[src/rtl/rx_udp_pkg.sv]
// Shared encodings and UDP header layout for the receive-side UDP demultiplexer.
package rx_udp_pkg;

    typedef enum logic [1:0] {
        HDR     = 2'd0,
        PAYLOAD = 2'd1,
        DRAIN   = 2'd2
    } state_t;

    localparam int UDP_HDR_LEN = 8;

    // Byte offsets of each 16-bit header field, MSB byte first
    localparam int SRC_OFS  = 0;
    localparam int DST_OFS  = 2;
    localparam int LEN_OFS  = 4;
    localparam int CSUM_OFS = 6;

endpackage

[src/rtl/rx_udp_demux_if.sv]
// Byte stream from the IP layer plus the parsed UDP header/payload bus.
interface rx_udp_demux_if #(
    parameter int OCT    = 8,
    parameter int N_PORT = 4
);
    logic                rx_data_v;
    logic [OCT-1:0]      rx_data;
    logic [2*OCT-1:0]    rx_src_port;
    logic [2*OCT-1:0]    rx_dst_port;
    logic [2*OCT-1:0]    rx_pay_len;
    logic                rx_hdr_v;
    logic [N_PORT-1:0]   rx_hit;
    logic                rx_udp_data_v;
    logic [OCT-1:0]      rx_udp_data;
    logic                rx_udp_last;
    logic                rx_udp_err;
    logic                rx_udp_drop;

    modport master (
        output rx_data_v, rx_data,
        input  rx_src_port, rx_dst_port, rx_pay_len, rx_hdr_v, rx_hit,
               rx_udp_data_v, rx_udp_data, rx_udp_last, rx_udp_err, rx_udp_drop
    );

    modport slave (
        input  rx_data_v, rx_data,
        output rx_src_port, rx_dst_port, rx_pay_len, rx_hdr_v, rx_hit,
               rx_udp_data_v, rx_udp_data, rx_udp_last, rx_udp_err, rx_udp_drop
    );
endinterface

[src/rtl/rx_udp_port_match.sv]
// Compares a destination port against the listening table; lowest enabled index wins.
module rx_udp_port_match #(
    parameter int OCT    = 8,
    parameter int N_PORT = 4
) (
    input  logic [N_PORT*OCT*2-1:0] port_tbl,
    input  logic [N_PORT-1:0]       port_en,
    input  logic [2*OCT-1:0]        dst,
    output logic [N_PORT-1:0]       hit
);

    // Scan from the top down so the lowest matching index overwrites the rest
    always_comb begin
        hit = '0;
        for (int i = N_PORT - 1; i >= 0; i--) begin
            if (port_en[i] && (port_tbl[i*2*OCT +: 2*OCT] == dst)) begin
                hit    = '0;
                hit[i] = 1'b1;
            end
        end
    end

endmodule

[src/rtl/rx_udp_demux.sv]
// UDP header parser and port demultiplexer: strips the 8-byte header, matches the
// destination port against a listening table and forwards the payload one cycle later.
module rx_udp_demux
    import rx_udp_pkg::*;
#(
    parameter int OCT    = 8,
    parameter int N_PORT = 4
) (
    input  logic                    RX_CLK,
    input  logic                    rst,
    input  logic [N_PORT*OCT*2-1:0] port_tbl,
    input  logic [N_PORT-1:0]       port_en,
    rx_udp_demux_if.slave           bus
);

    localparam int FW = 2 * OCT;
    localparam logic [FW-1:0] HDR_LEN_W = FW'(UDP_HDR_LEN);

    state_t            state, state_nxt;
    logic [15:0]       cnt, cnt_nxt;
    logic              armed, armed_nxt;
    logic [FW-1:0]     src_sr, dst_sr, len_sr, csum_sr;
    logic [FW-1:0]     src_sr_nxt, dst_sr_nxt, len_sr_nxt, csum_sr_nxt;
    logic [FW-1:0]     src_q, dst_q, pay_len_q;
    logic [FW-1:0]     src_nxt, dst_nxt, pay_len_nxt;
    logic [N_PORT-1:0] hit_q, hit_nxt, match_hit;
    logic [OCT-1:0]    data_q, data_nxt;
    logic              hdr_v_q, hdr_v_nxt, data_v_q, data_v_nxt, last_q, last_nxt;
    logic              err_q, err_nxt, drop_q, drop_nxt;
    logic [15:0]       pay_len_m1;

    rx_udp_port_match #(.OCT(OCT), .N_PORT(N_PORT)) u_match (
        .port_tbl (port_tbl),
        .port_en  (port_en),
        .dst      (dst_sr),
        .hit      (match_hit)
    );

    assign pay_len_m1 = 16'(pay_len_q) - 16'd1;

    always_comb begin
        state_nxt   = state;
        cnt_nxt     = cnt;
        // After reset, wait for an idle cycle so a frame in flight is never half-parsed
        armed_nxt   = armed | ~bus.rx_data_v;
        src_sr_nxt  = src_sr;
        dst_sr_nxt  = dst_sr;
        len_sr_nxt  = len_sr;
        csum_sr_nxt = csum_sr;
        src_nxt     = src_q;
        dst_nxt     = dst_q;
        pay_len_nxt = pay_len_q;
        hit_nxt     = hit_q;
        data_nxt    = data_q;
        hdr_v_nxt   = 1'b0;
        data_v_nxt  = 1'b0;
        last_nxt    = 1'b0;
        err_nxt     = 1'b0;
        drop_nxt    = 1'b0;

        if (!bus.rx_data_v) begin
            state_nxt = HDR;
            cnt_nxt   = '0;
            err_nxt   = (state == PAYLOAD);
        end else if (armed) begin
            unique case (state)
                HDR: begin
                    cnt_nxt = cnt + 16'd1;
                    if (cnt < 16'(DST_OFS))       src_sr_nxt  = {src_sr[OCT-1:0], bus.rx_data};
                    else if (cnt < 16'(LEN_OFS))  dst_sr_nxt  = {dst_sr[OCT-1:0], bus.rx_data};
                    else if (cnt < 16'(CSUM_OFS)) len_sr_nxt  = {len_sr[OCT-1:0], bus.rx_data};
                    else                          csum_sr_nxt = {csum_sr[OCT-1:0], bus.rx_data};

                    if (cnt == 16'(UDP_HDR_LEN - 1)) begin
                        src_nxt   = src_sr;
                        dst_nxt   = dst_sr;
                        hdr_v_nxt = 1'b1;
                        cnt_nxt   = '0;
                        state_nxt = DRAIN;
                        if (len_sr < HDR_LEN_W) begin
                            err_nxt     = 1'b1;
                            hit_nxt     = '0;
                            pay_len_nxt = '0;
                        end else begin
                            pay_len_nxt = len_sr - HDR_LEN_W;
                            hit_nxt     = match_hit;
                            if (match_hit == '0)          drop_nxt  = 1'b1;
                            else if (len_sr != HDR_LEN_W) state_nxt = PAYLOAD;
                        end
                    end
                end
                PAYLOAD: begin
                    data_nxt   = bus.rx_data;
                    data_v_nxt = 1'b1;
                    cnt_nxt    = cnt + 16'd1;
                    if (cnt == pay_len_m1) begin
                        last_nxt  = 1'b1;
                        state_nxt = DRAIN;
                    end
                end
                DRAIN: ;
                default: state_nxt = HDR;
            endcase
        end
    end

    always_ff @(posedge RX_CLK or posedge rst) begin
        if (rst) begin
            state     <= HDR;
            cnt       <= '0;
            armed     <= 1'b0;
            src_sr    <= '0;
            dst_sr    <= '0;
            len_sr    <= '0;
            csum_sr   <= '0;
            src_q     <= '0;
            dst_q     <= '0;
            pay_len_q <= '0;
            hit_q     <= '0;
            data_q    <= '0;
            hdr_v_q   <= 1'b0;
            data_v_q  <= 1'b0;
            last_q    <= 1'b0;
            err_q     <= 1'b0;
            drop_q    <= 1'b0;
        end else begin
            state     <= state_nxt;
            cnt       <= cnt_nxt;
            armed     <= armed_nxt;
            src_sr    <= src_sr_nxt;
            dst_sr    <= dst_sr_nxt;
            len_sr    <= len_sr_nxt;
            csum_sr   <= csum_sr_nxt;
            src_q     <= src_nxt;
            dst_q     <= dst_nxt;
            pay_len_q <= pay_len_nxt;
            hit_q     <= hit_nxt;
            data_q    <= data_nxt;
            hdr_v_q   <= hdr_v_nxt;
            data_v_q  <= data_v_nxt;
            last_q    <= last_nxt;
            err_q     <= err_nxt;
            drop_q    <= drop_nxt;
        end
    end

    assign bus.rx_src_port   = src_q;
    assign bus.rx_dst_port   = dst_q;
    assign bus.rx_pay_len    = pay_len_q;
    assign bus.rx_hdr_v      = hdr_v_q;
    assign bus.rx_hit        = hit_q;
    assign bus.rx_udp_data_v = data_v_q;
    assign bus.rx_udp_data   = data_q;
    assign bus.rx_udp_last   = last_q;
    assign bus.rx_udp_err    = err_q;
    assign bus.rx_udp_drop   = drop_q;

endmodule

[src/flat_wrapper.sv]
// flat-port wrapper written by rule: the top's interface ports become plain ports
module rx_udp_demux_flat import rx_udp_pkg::*;
#(
    parameter int OCT    = 8,
    parameter int N_PORT = 4
)
  (RX_CLK, rst, port_tbl, port_en, bus_rx_data_v, bus_rx_data, bus_rx_src_port, bus_rx_dst_port, bus_rx_pay_len, bus_rx_hdr_v, bus_rx_hit, bus_rx_udp_data_v, bus_rx_udp_data, bus_rx_udp_last, bus_rx_udp_err, bus_rx_udp_drop);
  rx_udp_demux_if #(.OCT(OCT), .N_PORT(N_PORT)) bus_i ();
  input  logic RX_CLK;
  input  logic rst;
  input  logic [N_PORT*OCT*2-1:0] port_tbl;
  input  logic [N_PORT-1:0] port_en;
  input wire logic [$bits(bus_i.rx_data_v)-1:0] bus_rx_data_v;
  input wire logic [$bits(bus_i.rx_data)-1:0] bus_rx_data;
  output wire logic [$bits(bus_i.rx_src_port)-1:0] bus_rx_src_port;
  output wire logic [$bits(bus_i.rx_dst_port)-1:0] bus_rx_dst_port;
  output wire logic [$bits(bus_i.rx_pay_len)-1:0] bus_rx_pay_len;
  output wire logic [$bits(bus_i.rx_hdr_v)-1:0] bus_rx_hdr_v;
  output wire logic [$bits(bus_i.rx_hit)-1:0] bus_rx_hit;
  output wire logic [$bits(bus_i.rx_udp_data_v)-1:0] bus_rx_udp_data_v;
  output wire logic [$bits(bus_i.rx_udp_data)-1:0] bus_rx_udp_data;
  output wire logic [$bits(bus_i.rx_udp_last)-1:0] bus_rx_udp_last;
  output wire logic [$bits(bus_i.rx_udp_err)-1:0] bus_rx_udp_err;
  output wire logic [$bits(bus_i.rx_udp_drop)-1:0] bus_rx_udp_drop;
  assign bus_i.rx_data_v = bus_rx_data_v;
  assign bus_i.rx_data = bus_rx_data;
  assign bus_rx_src_port = bus_i.rx_src_port;
  assign bus_rx_dst_port = bus_i.rx_dst_port;
  assign bus_rx_pay_len = bus_i.rx_pay_len;
  assign bus_rx_hdr_v = bus_i.rx_hdr_v;
  assign bus_rx_hit = bus_i.rx_hit;
  assign bus_rx_udp_data_v = bus_i.rx_udp_data_v;
  assign bus_rx_udp_data = bus_i.rx_udp_data;
  assign bus_rx_udp_last = bus_i.rx_udp_last;
  assign bus_rx_udp_err = bus_i.rx_udp_err;
  assign bus_rx_udp_drop = bus_i.rx_udp_drop;
  rx_udp_demux #(.OCT(OCT), .N_PORT(N_PORT)) u_core (.RX_CLK(RX_CLK), .rst(rst), .port_tbl(port_tbl), .port_en(port_en), .bus(bus_i));
endmodule
[config.mk]
export PLATFORM = sky130hd
export DESIGN_NAME = rx_udp_demux_flat
export DESIGN_NICKNAME = d
export VERILOG_FILES = /design/src/rtl/rx_udp_pkg.sv /design/src/rtl/rx_udp_demux_if.sv /design/src/rtl/rx_udp_port_match.sv /design/src/rtl/rx_udp_demux.sv /design/src/flat_wrapper.sv
export SDC_FILE = /design/constraint.sdc
export NUM_CORES = 1
export LEC_CHECK = 0
export CAP_MARGIN = 5
export CORE_MARGIN = 2
export CORE_UTILIZATION = 52
export DETAILED_ROUTE_END_ITERATION = 8
export PLACE_DENSITY = 0.9
export SLEW_MARGIN = 20
export SYNTH_ARGS = -nofsm -noshare
export SYNTH_HDL_FRONTEND = slang
export SYNTH_SLANG_ARGS = --single-unit
[constraint.sdc]
create_clock -name RX_CLK -period 6.5 [get_ports RX_CLK]
set_input_delay 1.625 -clock RX_CLK [delete_from_list [all_inputs] [get_ports RX_CLK]]
set_output_delay 1.625 -clock RX_CLK [all_outputs]
set_load 0.01 [all_outputs]
==> flow_summary_export.csv, run 1 <==
group,metric,value,unit
setup_path,worstSetupStartpointType,"primary input",
yosys,async_flop_share,100,%
placement,place_inst,969,
sta,slew_headroom,27.2,%
clocking,clk_path_buf_depth,2,
global_routing,vias_in_the_first_global_route,5905,
clocking,cts_made_buffers,17,
yosys,synth_seq_area_share,48.4,%
clocking,root_buffer,"sky130_fd_sc_hd__clkbuf_16",
setup_path,worstSetupEndpointType,"register",
sta,max_freq,0.227,GHz
yosys,syn-instance-count,696,
floorplan,die_area,14100,um2
setup_path,crit_fanout,59,
route,post-route-drc-count,0,
route,ant_nets,0,
setup_path,cp_num_cells,7,
floorplan,dieWidth,119,um
sta,worstMarginPinSlew,1.09,ns
setup_path,crit_family,"simple AND/OR/NAND/NOR gates",
cells_and_area,most-common-layout-cells,"sky130_fd_sc_hd__nand2_1, sky130_fd_sc_hd__clkdlybuf4s50_1, sky130_fd_sc_hd__dfrtp_1",
setup_path,r2r_cells,7,
global_routing,grt_max_degree,86,
sta,number_of_failing_setup_endpoints_in_the_final_timing_report,0,
sta,drv_slew,0,
clocking,ctsResizeCount,0,
sta,finalHoldWorstSlack,0.477,ns
route,via_count,5778,
status,run_status,"complete, no violations",
clocking,postCtsHoldBufs,0,
floorplan,die_height,119,um
floorplan,start_util,53.6,%
run,max-cap-violations,0,
placement,pre_cts_slack,1.72,ns
clocking,clkLatencyLatePin,0.42,ns
route,drt_iter0_markers,534,
global_routing,grt_first_pass_wirelength,31500,um
worst_hold_path,min_delay_path_depth,2,
sta,final.min_clock_period,4.41,ns
yosys,ys.warnings.count,0,
worst_hold_path,hp-class,"register to register",
setup_path,slowest_cell_on_crit_path,"sky130_fd_sc_hd__or2_2",
setup_path,cp.buffers_inverters,2,
yosys,synth_ff_type,"sky130_fd_sc_hd__dfrtp_1",
cells_and_area,final_common_cell,"sky130_fd_sc_hd__nand2_1",
global_routing,grt.overflow.total,0,
yosys,synth_net_count,778,
placement,place_congestion,0.913,
setup_path,worst-endpoint-arrival,4.74,ns
setup_path,critPathMaxStageDelay,0.69,ns
clocking,clock_sinks,132,
placement,place_hpwl,13000,um
clocking,tritoncts,"yes",
floorplan,std_cell_core_area,12700,um2
cells_and_area,nNetsFinal,898,
route,number_of_detailed_route_iterations_in_the_first_pass,5,
cells_and_area,drive_above_1_share,11.0,%
global_routing,antenna_found_initial,0,
clocking,post_cts.repair.setup_buffers,0,
pwr,power_density,309,nW/um2
setup_path,timing.critical_path.required,6.83,ns
cells_and_area,fillerInstances,907,
setup_path,reg2reg_setup_slack,2.96,ns
yosys,summed_instance_area_of_the_synthesized_netlist,6820,um2
sta,tns,0,ns
sta,rsz_0062_raised_after_global_routing,"no",
clocking,clk_pin_slew,0.06,ns
yosys,number_of_synthesized_flops_with_an_enable_pin,0,
cells_and_area,finish.utilization,69.9,%
yosys,cell_variety_after_synth,55,
pwr,irDropWorstVdd,0.204,mV
cells_and_area,area_growth,30.4,%
yosys,syn-mean-instance-area,9.80,um2
clocking,htree_num_levels,4,
sta,timing_hold_violations_final,0,
cells_and_area,non_filler_cells_final,1001,
route,average_vias_per_placed_instance,5.77,
sta,final_critical_path_setup_slack,2.09,ns
floorplan,placementRows,41,
floorplan,io_pins,144,
setup_path,worstPathCellList,"clkdlybuf4s50_1, nand2_1, or4_4, or2_2, inv_2, nand2_2, o21ai_0",
global_routing,track_usage,28.9,%
yosys,synth-seq-cells,132,
setup_path,timing_worst_setup_path_type,"primary input to register",
pwr,leakage,3.86,nW
cells_and_area,count_of_inserted_antenna_diode_cells,0,
sta,fin_crit_sh,67.9,%
route,totalWireLength,19600,um
route,route.detailed.wl_per_inst,19.6,um
placement,count_of_port_buffers_added_during_placement,143,
sta,clock_skew,0.0120,ns
[worst paths after layout]
check / from / end
worst max-delay path: bus_rx_data_v / u_core.bus.rx_pay_len[3]
worst min-delay path: u_core.bus.rx_dst_port[1] / u_core.bus.rx_dst_port[1]
worst max register to register: u_core.cnt[8] / u_core.bus.rx_pay_len[3]
worst min register to register: u_core.bus.rx_dst_port[1] / u_core.bus.rx_dst_port[1]
max in group asynchronous: rst / u_core.bus.rx_udp_data[4]
min in group asynchronous: rst / u_core.bus.rx_udp_data_v
[layer usage]
metal  share of wire [%]  vias to the layer above  GRT usage [%]
met4                 3.3                        0           12.1
li1                    -                     2586              -
met5                   0                        -              0
met1                  40                     2848           37.0
met2                  50                      286           47.2
met3                 7.0                       58           6.71
[area by class of cell]
type                       instances  area [um2]  share of cell area (%)
sequential                       132        3300                    37.1
multi-input combinational        507        3280                    36.9
timing repair buffer             146        1450                    16.3
clock buffer                      18         429                    4.82
tap                              172         215                    2.42
clock inverter                    14         165                    1.86
inverter                          12        50.0                   0.563
[synth_stat cells (2+ instances only)]
| cell | n | share of area (%) |
|---|---|---|
| sky130_fd_sc_hd__nor4_1 | 14 | 1.3 |
| sky130_fd_sc_hd__nor2_1 | 28 | 1.5 |
| sky130_fd_sc_hd__nand4_1 | 19 | 1.7 |
| sky130_fd_sc_hd__dfrtp_1 | 132 | 48 |
| sky130_fd_sc_hd__a2111o_1 | 2 | 0.33 |
| sky130_fd_sc_hd__xor2_1 | 22 | 2.8 |
| sky130_fd_sc_hd__nand3_1 | 18 | 1.3 |
| sky130_fd_sc_hd__nor2b_1 | 4 | 0.37 |
| sky130_fd_sc_hd__and4_1 | 2 | 0.26 |
| sky130_fd_sc_hd__ha_1 | 3 | 0.55 |
| sky130_fd_sc_hd__clkbuf_1 | 30 | 1.7 |
| sky130_fd_sc_hd__nand2_1 | 157 | 8.6 |
| sky130_fd_sc_hd__or2_2 | 2 | 0.18 |
| sky130_fd_sc_hd__and2_1 | 4 | 0.37 |
| sky130_fd_sc_hd__nor3_1 | 15 | 1.1 |
| sky130_fd_sc_hd__or4_4 | 2 | 0.33 |
| sky130_fd_sc_hd__o22ai_1 | 2 | 0.18 |
| sky130_fd_sc_hd__nand2b_1 | 7 | 0.64 |
| sky130_fd_sc_hd__or3_1 | 7 | 0.64 |
| sky130_fd_sc_hd__a21oi_1 | 4 | 0.29 |
| sky130_fd_sc_hd__o21ai_0 | 18 | 1.3 |
| sky130_fd_sc_hd__buf_2 | 11 | 0.81 |
| sky130_fd_sc_hd__and3_1 | 3 | 0.28 |
| sky130_fd_sc_hd__mux2_2 | 43 | 7.1 |
| sky130_fd_sc_hd__o21ai_1 | 7 | 0.51 |
| sky130_fd_sc_hd__inv_1 | 10 | 0.55 |
| sky130_fd_sc_hd__a22o_1 | 7 | 0.90 |
| sky130_fd_sc_hd__mux2_1 | 3 | 0.50 |
| sky130_fd_sc_hd__buf_4 | 3 | 0.33 |
| sky130_fd_sc_hd__xnor2_1 | 83 | 11 |
| sky130_fd_sc_hd__o31ai_1 | 6 | 0.66 |
| sky130_fd_sc_hd__or4b_1 | 2 | 0.29 |
| sky130_fd_sc_hd__nor3b_1 | 4 | 0.44 |
[sequential cells by signal, indices dropped and copies added (netlist names), 2 cells and up]
register                count
u_core.bus.rx_dst_port     16
u_core.bus.rx_pay_len      16
u_core.bus.rx_src_port     16
u_core.cnt                 16
u_core.dst_sr              16
u_core.len_sr              16
u_core.src_sr              16
u_core.bus.rx_udp_data      8
u_core.bus.rx_hit           4
u_core.state                2
[cell families after synthesis]
kind of cell / after synthesis / synth area share (%)
simple gates: 296 / 20.8
fa+ha+maj: 3 / 0.550
buf+inv: 57 / 3.61
flops: 132 / 48.4
mux: 46 / 7.59
xor+xnor: 105 / 13.5
compound gates: 57 / 5.59
[tightest hold or removal path, delay by kind of cell, from the launching register on]
kind,cells,cell delay [ns]
flops,1,0.34
simple gates,2,0.10
[power breakdown]
part	switching, mW	internal [mW]	total [mW]
logic	0.246	0.344	0.589
clock network	0.391	0.576	0.967
registers	0.245	0.949	1.19
total	0.881	1.87	2.75
[per-stage QoR]
stage / instance area, um2 / total power, mW
6_report: 8900 / 2.75
5_1_grt: 8900 / 2.86
4_1_cts: 8890 / 2.74
3_5_place_dp: 8300 / 1.76
3_3_place_gp: 8300 / 1.73
2_1_floorplan: 6820 / 1.56
No activity file was read; power rests on OpenSTA's default activity.
==> run 2: changes to the inputs <==
--- a/config.mk
+++ b/config.mk
@@ -7,9 +7,9 @@
 export LEC_CHECK = 0
 export CAP_MARGIN = 5
 export CORE_MARGIN = 2
-export CORE_UTILIZATION = 52
+export CORE_UTILIZATION = 47
 export DETAILED_ROUTE_END_ITERATION = 8
-export PLACE_DENSITY = 0.9
+export PLACE_DENSITY = 0.86
 export SLEW_MARGIN = 20
 export SYNTH_ARGS = -nofsm -noshare
 export SYNTH_HDL_FRONTEND = slang
==> constraint.sdc (replaced) <==
create_clock -name RX_CLK -period 3.65 [get_ports RX_CLK]
set_input_delay 0.9125 -clock RX_CLK [delete_from_list [all_inputs] [get_ports RX_CLK]]
set_output_delay 0.9125 -clock RX_CLK [all_outputs]
set_load 0.01 [all_outputs]
==> flow_summary_export.csv, run 2 (same netlist as run 1, synthesis figures left out) <==
group,metric,value,unit
cells_and_area,fillerInstances,1112,
sta,final.min_clock_period,2.91,ns
setup_path,crit_fanout,8,
worst_hold_path,hp-class,"register to register",
cells_and_area,finish.utilization,62.1,%
worst_hold_path,hold_start,"u_core.src_sr[15]",
clocking,root_buffer,"sky130_fd_sc_hd__clkbuf_16",
sta,max_freq,0.344,GHz
floorplan,die_height,124,um
route,average_vias_per_placed_instance,5.52,
sta,clock_skew,0.0110,ns
setup_path,timing_worst_setup_path_type,"register to register",
cells_and_area,multi_input_comb_area,3280,um2
global_routing,grt_max_degree,87,
setup_path,critical_path.startpoint,"u_core.bus.rx_pay_len[0]",
sta,worstMarginPinSlew,0.919,ns
global_routing,antenna_found_initial,0,
pwr,leakage,3.87,nW
run,max-cap-violations,0,
clocking,post_cts.repair.setup_buffers,0,
global_routing,vias_in_the_first_global_route,5714,
pwr,irDropWorstVdd,0.376,mV
clocking,postCtsHoldBufs,0,
route,via_count,5621,
clocking,clkLatencyLatePin,0.42,ns
cells_and_area,drive_above_1_share,11.5,%
status,run_status,"complete, no violations",
setup_path,worstSetupStartpointType,"register",
cells_and_area,count_of_inserted_antenna_diode_cells,0,
floorplan,io_pins,144,
route,number_of_detailed_route_iterations_in_the_first_pass,5,
sta,rsz_0062_raised_after_global_routing,"no",
clocking,clk_pin_slew,0.06,ns
placement,place_congestion,0.956,
clocking,clk_path_buf_depth,2,
clocking,clock_sinks,132,
sta,slew_headroom,38.2,%
route,post-route-drc-count,0,
floorplan,die_area,15500,um2
sta,tns,0,ns
placement,pre_cts_slack,0.618,ns
clocking,htree_num_levels,4,
cells_and_area,area_growth,30.9,%
clocking,cts_made_buffers,17,
route,drt_iter0_markers,484,
cells_and_area,sequential_cell_area,3300,um2
setup_path,reg2reg_from,"u_core.bus.rx_pay_len[0]",
cells_and_area,most-common-layout-cells,"sky130_fd_sc_hd__nand2_1, sky130_fd_sc_hd__clkdlybuf4s50_1, sky130_fd_sc_hd__dfrtp_1",
placement,place_hpwl,13300,um
sta,drv_slew,0,
floorplan,start_util,47.5,%
global_routing,grt_first_pass_wirelength,29600,um
setup_path,worst-endpoint-arrival,3.21,ns
global_routing,track_usage,24.0,%
route,totalWireLength,18200,um
clocking,tritoncts,"yes",
setup_path,timing.critical_path.required,3.95,ns
sta,fin_crit_sh,79.7,%
floorplan,dieWidth,124,um
pwr,post-layout-total-power,4.68,mW
sta,number_of_failing_setup_endpoints_in_the_final_timing_report,0,
setup_path,worstSetupEndpointType,"register",
route,route.detailed.wl_per_inst,17.8,um
clocking,ctsResizeCount,0,
sta,final_critical_path_setup_slack,0.741,ns
cells_and_area,nNetsFinal,904,
sta,finalHoldWorstSlack,0.468,ns
floorplan,placementRows,44,
sta,timing_hold_violations_final,0,
cells_and_area,final_common_cell,"sky130_fd_sc_hd__nand2_1",
route,ant_nets,0,
placement,count_of_port_buffers_added_during_placement,143,
global_routing,grt.overflow.total,0,
pwr,power_density,524,nW/um2
floorplan,std_cell_core_area,14400,um2
==> run 2: changes by cell type in the layout (fill, tap and decap cells not counted), moves of 2 or more <==
cell,before,now
sky130_fd_sc_hd__clkinv_2,0,2
sky130_fd_sc_hd__buf_4,3,6
sky130_fd_sc_hd__bufinv_16,2,0
sky130_fd_sc_hd__inv_6,7,4
sky130_fd_sc_hd__buf_12,0,3
sky130_fd_sc_hd__clkinvlp_4,2,4
==> run 2: cell type report <==
cell class	count	area share [%]
Tap cell	184	2.58
Sequential cell	132	37.0
Clock buffer	18	4.81
Multi-Input combinational cell	507	36.7
Timing Repair Buffer	152	17.2
Inverter	12	0.546
Clock inverter	13	1.15
==> run 2: through the flow <==
stage               cells  area (um2)
global route         1018        8930
detailed placement    987        8400
finish               1018        8930
global placement      987        8400
CTS                  1018        8930
floorplan             696        6830
==> run 2: worst max-delay path: stages, from the launching register on <==
cell and delay, ns:
sky130_fd_sc_hd__dfrtp_1 0.45, sky130_fd_sc_hd__inv_1 0.09, sky130_fd_sc_hd__ha_1 0.27, sky130_fd_sc_hd__nand2b_1 0.26, sky130_fd_sc_hd__or4b_1 0.57, sky130_fd_sc_hd__a2111o_1 0.42
sky130_fd_sc_hd__o311ai_1 0.09, sky130_fd_sc_hd__nand4_1 0.16, sky130_fd_sc_hd__o31a_1 0.27, sky130_fd_sc_hd__a31o_1 0.21
==> run 2: worst paths after layout <==
path | end | cells after the start | slack [ns]
min in group asynchronous | u_core.bus.rx_src_port[5] | 3 | 0.94
hold reg to reg | u_core.bus.rx_src_port[15] | 2 | 0.47
max in group asynchronous | u_core.bus.rx_udp_err | 3 | 2.28
setup reg to reg | u_core.state[0] | 9 | 0.74
hold / removal | u_core.bus.rx_src_port[15] | 2 | 0.47
setup / recovery | u_core.state[0] | 9 | 0.74
==> run 2: metal layers <==
layer	up-vias	wire length [um]	global-route usage [%]
li1	2608	-	-
met1	2754	7850	31.8
met2	215	8710	38.6
met3	44	1160	5.41
met4	0	448	8.92
met5	-	0	0
==> run 2: where the power goes <==
part | switching [mW] | internal (mW)
Combinational | 0.404 | 0.617
Sequential | 0.430 | 1.69
Clock | 0.662 | 0.872
